File: src/rtl/ioctl_upload_reader.sv
// ioctl_upload_reader: serves HPS upload reads from a core RAM port while the game CPU is paused (optional UPLOAD_CHECKSUM_EN adds a checksum at SIZE/SIZE+1)
// Ports: clk_sys/reset (sync, active-high); ioctl_upload/ioctl_index/ioctl_rd/ioctl_addr from hps_io,
// ioctl_din/ioctl_wait back to it; pause_req/pause_ack CPU handshake; ram_addr/ram_rd/ram_q RAM read port
// (1-cycle latency); busy = not IDLE; overrun = sticky flag for reads dropped while one was in flight.
module ioctl_upload_reader #(
  parameter int         AW            = 11,
  parameter int         SIZE          = 2048,
  parameter logic [7:0] UPLOAD_INDEX  = 8'd4,
  parameter int         PAUSE_TIMEOUT = 4096
) (
  input  logic          clk_sys,
  input  logic          reset,
  input  logic          ioctl_upload,
  input  logic [7:0]    ioctl_index,
  input  logic          ioctl_rd,
  input  logic [24:0]   ioctl_addr,
  output logic [7:0]    ioctl_din,
  output logic          ioctl_wait,
  output logic          pause_req,
  input  logic          pause_ack,
  output logic [AW-1:0] ram_addr,
  output logic          ram_rd,
  input  logic [7:0]    ram_q,
  output logic          busy,
  output logic          overrun
);
  typedef enum logic [2:0] {IDLE, PAUSE, READY, FETCH, CAPTURE, RELEASE} state_t;
  localparam int CW = $clog2(PAUSE_TIMEOUT + 1);
  state_t        state, state_n;
  logic [CW-1:0] cnt, cnt_n;
  logic [7:0]    din_n, oor_byte;
  logic [AW-1:0] addr_n;
  logic          wait_n, pause_n, rd_n, ovr_n, sel, in_range;
  assign sel      = ioctl_upload && ioctl_index == UPLOAD_INDEX;
  assign in_range = ioctl_addr < 25'(SIZE);
  assign busy     = state != IDLE;
`ifdef UPLOAD_CHECKSUM_EN
  logic [15:0] sum, sum_n;
  assign oor_byte = ioctl_addr == 25'(SIZE) ? sum[7:0] : ioctl_addr == 25'(SIZE + 1) ? sum[15:8] : 8'hFF;
`else
  assign oor_byte = 8'hFF;
`endif
  always_comb begin
    state_n = state;
    cnt_n   = cnt;
    din_n   = ioctl_din;
    wait_n  = ioctl_wait;
    pause_n = pause_req;
    rd_n    = 1'b0;
    addr_n  = ram_addr;
    ovr_n   = overrun;
`ifdef UPLOAD_CHECKSUM_EN
    sum_n   = sum;
`endif
    // losing sel beats any read or ack in the same cycle; an in-flight read is simply abandoned
    if (state != IDLE && state != RELEASE && !sel) begin
      state_n = RELEASE;
      wait_n  = 1'b0;
      pause_n = 1'b0;
    end else begin
      case (state)
        IDLE: if (sel) begin
          // level-qualified so a sel that re-rose during RELEASE still starts a session
          state_n = PAUSE;
          pause_n = 1'b1;
          wait_n  = 1'b1;
          cnt_n   = '0;
          ovr_n   = 1'b0;
`ifdef UPLOAD_CHECKSUM_EN
          sum_n   = '0;
`endif
        end
        PAUSE: if (pause_ack || cnt == CW'(PAUSE_TIMEOUT - 1)) begin
          state_n = READY;
          wait_n  = 1'b0;
        end else cnt_n = cnt + 1'b1;
        READY: if (ioctl_rd) begin
          if (in_range) begin
            state_n = FETCH;
            addr_n  = ioctl_addr[AW-1:0];
            rd_n    = 1'b1;
            wait_n  = 1'b1;
          end else din_n = oor_byte;
        end
        FETCH: begin
          state_n = CAPTURE;
          ovr_n   = overrun | ioctl_rd;
        end
        CAPTURE: begin
          state_n = READY;
          din_n   = ram_q;
          wait_n  = 1'b0;
          ovr_n   = overrun | ioctl_rd;
`ifdef UPLOAD_CHECKSUM_EN
          sum_n   = sum + {8'h00, ram_q};
`endif
        end
        RELEASE: begin
          state_n = IDLE;
          pause_n = 1'b0;
        end
        default: state_n = IDLE;
      endcase
    end
  end
  always_ff @(posedge clk_sys) begin
    if (reset) begin
      state      <= IDLE;
      cnt        <= '0;
      ioctl_din  <= 8'h00;
      ioctl_wait <= 1'b0;
      pause_req  <= 1'b0;
      ram_rd     <= 1'b0;
      ram_addr   <= '0;
      overrun    <= 1'b0;
`ifdef UPLOAD_CHECKSUM_EN
      sum        <= '0;
`endif
    end else begin
      state      <= state_n;
      cnt        <= cnt_n;
      ioctl_din  <= din_n;
      ioctl_wait <= wait_n;
      pause_req  <= pause_n;
      ram_rd     <= rd_n;
      ram_addr   <= addr_n;
      overrun    <= ovr_n;
`ifdef UPLOAD_CHECKSUM_EN
      sum        <= sum_n;
`endif
    end
  end
endmodule

File: config.mk
export PLATFORM = sky130hd
export DESIGN_NAME = ioctl_upload_reader
export DESIGN_NICKNAME = d
export VERILOG_FILES = /design/src/rtl/ioctl_upload_reader.sv
export SDC_FILE = /design/constraint.sdc
export NUM_CORES = 1
export LEC_CHECK = 0
export BUFFER_PORTS_ARGS = -buffer_cell sky130_fd_sc_hd__buf_2
export CORE_MARGIN = 3
export CORE_UTILIZATION = 35
export DETAILED_ROUTE_END_ITERATION = 16
export PLACE_DENSITY_LB_ADDON = 0.1
export SETUP_SLACK_MARGIN = 0.15
export SLEW_MARGIN = 20
export SYNTH_ARGS = -nofsm -noshare
export SYNTH_HDL_FRONTEND = slang
export SYNTH_SLANG_ARGS = --single-unit
File: constraint.sdc
create_clock -name clk_sys -period 2.6 [get_ports clk_sys]
set_input_delay 0.52 -clock clk_sys [delete_from_list [all_inputs] [get_ports clk_sys]]
set_output_delay 0.52 -clock clk_sys [all_outputs]
set_load 0.03 [all_outputs]
==> results.toml, run 1 <==
[outcome]
status = "complete, no violations"

[cts]
path_clk_slew_ns = 0.08
cts_tree = "done"
cts_root_buf = "clkbuf_8"
clk_latency_ns = 0.28
cts.repair.resized = 0
htreeDepth = 2
hold_buffers = 0
cts_setup_buffers = 0
numCtsBuffers = 5
clockBufferDepth = 2
clock_sinks = 39

[floorplanning]
die_w_um = 78.7
core-area_um2 = 4910
die_h_um = 78.7
die_area_um2 = 6200
row_count = 25
initial_core_util_pct = 37.7
ios = 70

[critical_path]
crit_fanout = 12
r2r-end = "cnt[2]"
reg2reg_depth = 6
required_ns = 2.76
end_kind = "register"
cp.arrival_ns = 2.37
worst_setup_path_start_kind = "primary input"
r2r-start = "cnt[0]"
r2r_slack_ns = 0.48
worstSetupPathType = "primary input to register"

[synth]
yosysUniqueCellTypes = 41
syn-cell-area_um2 = 1850
synthCells = 205
synthFlopType = "dfxtp_1"
yosys_warnings = 0
synth-seq-area-share_pct = 42.2
syn-num-nets = 252
synth-seq-cells = 39
synth_edf_count = 0
synth.avg_cell_area_um2 = 9.03
synth-async-reset-ratio_pct = 0

[hold_path]
hold_depth = 3
whs_endpoint = "ram_addr[6]"
hp-class = "primary input to register"
hold_start = "ioctl_addr[6]"

[sta]
fin_crit_sh_pct = 85.1
tightest_slew_ns = 0.625
maxSlewViolCount = 0
setup_viol = 0
clock_skew_ns = 0.00376
timing.slew.headroom_pct = 58.3
finalHoldViolCount = 0
fmax_mhz = 452
rsz0062_at_grt = "no"
layout_min_cycle_time_ns = 2.21
finalSetupTns_ns = 0

[cells_and_area]
post_route_cells_drive_above_1_share_pct = 35.8
fillers = 507
multi_input_area_um2 = 1010
area_growth_pct = 33.1
layout_common_cells = "buf_2, dfxtp_1, nor2_1"
final_common_cell = "buf_2"
final_area_um2 = 2460
diodes = 0
nets = 331
seqCellArea_um2 = 781

[routing]
drt_iter0_drc = 42
wirelength_mm = 4.61
wl_per_cell_um = 13.1
drt-pass1-iter-count = 4
drcViolationCount = 0
vias_per_cell = 5.20
dr_total_vias = 1832
ant_nets = 0

[global_route]
grt-ovfl-total = 0
grt_antenna_before_repair = 0
grtUsageTotal_pct = 15.0
grt_pass1_vias = 1688
grt_first_pass_wirelength_mm = 7.68
grt_start_max_net_pins = 22

[placed_design]
hpwl_mm = 3.52
place.gp.congestion = 0.777
io_buffers = 69
postPlaceCellArea_um2 = 2330

[power]
ir_drop_mv = 0.473
power_density_nw_per_um2 = 598
power_leakage_nw = 1.02

[job]
max_cap_viol_count = 0
stage by stage:
stage	power, mW	hold WS (ns)	cells	worst slack (ns)	utilization (%)
after detailed placement	0.896	0.457	344	0.0809	47.4
final	1.47	0.474	352	0.386	50.1
after global placement	0.899	0.469	344	0.107	47.4
after floorplan	0.795	0.443	205	0.131	-
after CTS	1.49	0.466	352	0.391	50.1
after global routing	1.55	0.469	352	0.238	50.1
layer usage:
metal	share of wire [%]	up-vias	GRT usage, %
li1	-	929	-
met5	0	-	0
met3	7.2	2	3.74
met2	49	57	26.0
met4	0.26	0	2.62
met1	43	844	18.9
critical path: stages:
cell,delay [ns]
buf_2,0.10
or4b_4,0.55
or4_4,0.54
nor4_4,0.21
buf_12,0.19
mux2i_1,0.20
nor2_1,0.05
registers in the layout, summed over array words and instances, names as in the netlist:
signal,cells
pause_req,1
state,3
overrun,1
cnt,13
ioctl_wait,1
ram_rd,1
ioctl_din,8
ram_addr,11
cells by family after synthesis:
logic type,share of synthesized area (%)
buf+inv,3.25
flops,42.2
fa+ha+maj,0.676
mux,6.49
simple gates,27.7
compound gates,19.7
worst max path at each step:
| stage | startpoint | end | slack, ns | cells after the start |
|---|---|---|---|---|
| after global placement | ioctl_index[4] | ram_addr[5] | 0.11 | 7 |
| after detailed placement | ioctl_index[4] | ram_addr[4] | 0.08 | 7 |
| after CTS | ioctl_index[4] | ram_addr[4] | 0.39 | 7 |
| after global routing | cnt[0] | cnt[8] | 0.24 | 6 |
| final | ioctl_index[4] | ram_addr[4] | 0.39 | 7 |
| after floorplan | ioctl_index[4] | ram_addr[0] | 0.13 | 7 |
report_power, final:
group          switching, mW  leakage [nW]  internal, mW
logic                  0.152         0.638         0.112
registers             0.0105         0.314         0.607
clock network          0.207        0.0654         0.384
synthesized netlist by cell type (4+ instances only):
library cell,count,area share [%]
nand3_1,5,1.4
nor3_1,5,1.4
inv_1,4,0.81
nand2_1,14,2.8
o221a_2,8,4.9
dfxtp_1,39,42
mux2i_1,12,6.5
clkbuf_1,6,1.2
nor2_1,25,5.1
a21oi_1,8,2.2
o21ai_0,21,5.7
nand4_1,6,2.0
layout make-up:
class,count,area share (%)
multi-input cells,154,41.0
flip-flops and latches,39,31.7
repair buffers,80,17.9
well taps,67,3.40
clock buffers,6,2.95
clock inverters,2,2.44
inverters,4,0.610
No activity file was read; power rests on OpenSTA's default activity.
==> inputs of run 2 (changes only) <==
- ABC_CLOCK_PERIOD_IN_PS: default -> 2600
- CORE_UTILIZATION: 35 -> 44
==> run 2 against run 1 <==
Cell area down 3.8%. Clock skew increased by 0.0028 ns. Core utilization rose by 11 points. First-iteration DRC count grew to 3.0 times the previous value. Critical path type unchanged. Largest cell class unchanged. Die area down 19%. Sequential cell count unchanged. Highest routed layer unchanged. Final cell count shrank 6.3%. Sequential power grew 2%. Non-clock buffer count fell by 3. Register-to-register slack better by 0.07 ns.
==> results.toml, run 2 (synthesized netlist as in run 1, its figures left out) <==
[floorplanning]
die_area_um2 = 5020
die_w_um = 70.9
die_h_um = 70.9
row_count = 22
ios = 70
core-area_um2 = 3850
initial_core_util_pct = 48.0

[cells_and_area]
area_growth_pct = 28.0
finish.utilization_pct = 61.5
post_route_cells_drive_above_1_share_pct = 35.1
diodes = 0
seqCellArea_um2 = 781
layout_common_cells = "buf_2, dfxtp_1, nor2_1"
multi_input_area_um2 = 1010
largest_register_ffs = 13
largestRegisters = "cnt x13, ram_addr x11, ioctl_din x8"
final_common_cell = "buf_2"
fillers = 367
regMostFlops = "cnt"
nets = 328

[sta]
clock_skew_ns = 0.00653
maxSlewViolCount = 0
finalHoldViolCount = 0
fmax_mhz = 444
fin_crit_sh_pct = 86.7
setup_viol = 0
rsz0062_at_grt = "no"
timing.slew.headroom_pct = 58.0
layout_min_cycle_time_ns = 2.25
finalSetupTns_ns = 0
tightest_slew_ns = 0.631

[global_route]
grt_start_max_net_pins = 22
grt_antenna_before_repair = 0
grt_pass1_vias = 1702
grtUsageTotal_pct = 18.7
grt-ovfl-total = 0
grt_first_pass_wirelength_mm = 7.64

[routing]
drt_iter0_drc = 126
dr_total_vias = 1780
wirelength_mm = 4.41
drt-pass1-iter-count = 4
wl_per_cell_um = 13.4
ant_nets = 0
drcViolationCount = 0
vias_per_cell = 5.39

[critical_path]
crit_fanout = 12
worst_setup_path_start_kind = "primary input"
critPathSlowestCell = "or4_4"
crit_path_cell_trace = "buf_2 > or4b_4 > or4_4 > nor4_4 > buf_12 > mux2i_1 > nor2_1"
worstSetupPathType = "primary input to register"
end_kind = "register"
cpPeakStageDelay_ns = 0.57
reg2reg_depth = 6
required_ns = 2.77
cp.arrival_ns = 2.42

[cts]
cts.repair.resized = 0
numCtsBuffers = 5
cts_tree = "done"
path_clk_slew_ns = 0.07
cts_setup_buffers = 0
cts_root_buf = "clkbuf_8"
clockBufferDepth = 2
htreeDepth = 2
clk_latency_ns = 0.29
clock_sinks = 39
hold_buffers = 0

[power]
ir_drop_mv = 0.399
power_density_nw_per_um2 = 537
power_leakage_nw = 0.980

[hold_path]
hp-class = "primary input to register"
hold_depth = 3

[placed_design]
hpwl_mm = 3.28
place.gp.congestion = 0.749
io_buffers = 69

[outcome]
status = "complete, no violations"

[job]
max_cap_viol_count = 0
-- run 2: final timing paths --
path / slack, ns / to / start
max: 0.35 / ram_addr[6] / ioctl_index[4]
min: 0.46 / ram_addr[2] / ioctl_addr[2]
max reg2reg: 0.55 / cnt[3] / cnt[0]
min reg2reg: 0.48 / cnt[12] / cnt[12]
-- run 2: area by class of cell --
type,instances,area share (%)
Inverter,4,0.634
Tap cell,48,2.54
Sequential cell,39,33.0
Multi-Input combinational cell,154,42.6
Clock buffer,6,3.06
Clock inverter,2,0.528
Timing Repair Buffer,77,17.6
-- run 2: critical path, delay by kind of cell --
| kind | cells | cell delay, ns |
|---|---|---|
| and+or+nand+nor | 4 | 1.40 |
| muxes | 1 | 0.20 |
| buffers and inverters | 2 | 0.29 |
-- run 2: per-stage QoR --
step                std cells  power, mW  hold slack [ns]  setup WS (ns)  area, um^2
finish                    330       1.27            0.463          0.347        2370
global route              330       1.35            0.461          0.240        2370
CTS                       330       1.29            0.451          0.340        2370
detailed placement        322      0.883            0.461         0.0288        2280
global placement          322      0.883            0.470         0.0618        2280
floorplan                 205      0.795            0.443          0.131        1850
-- run 2: layer usage --
metal	share of wire (%)	up-vias	track usage [%]
met5	0	-	0
met4	1.8	0	7.72
met3	7.2	8	5.40
met2	45	57	29.0
met1	46	794	24.2
li1	-	921	-
-- run 2: power breakdown --
part	internal [mW]	switching, mW	leakage (nW)	total [mW]
clock network	0.187	0.215	0.0412	0.402
logic	0.106	0.134	0.625	0.240
registers	0.607	0.0233	0.314	0.631
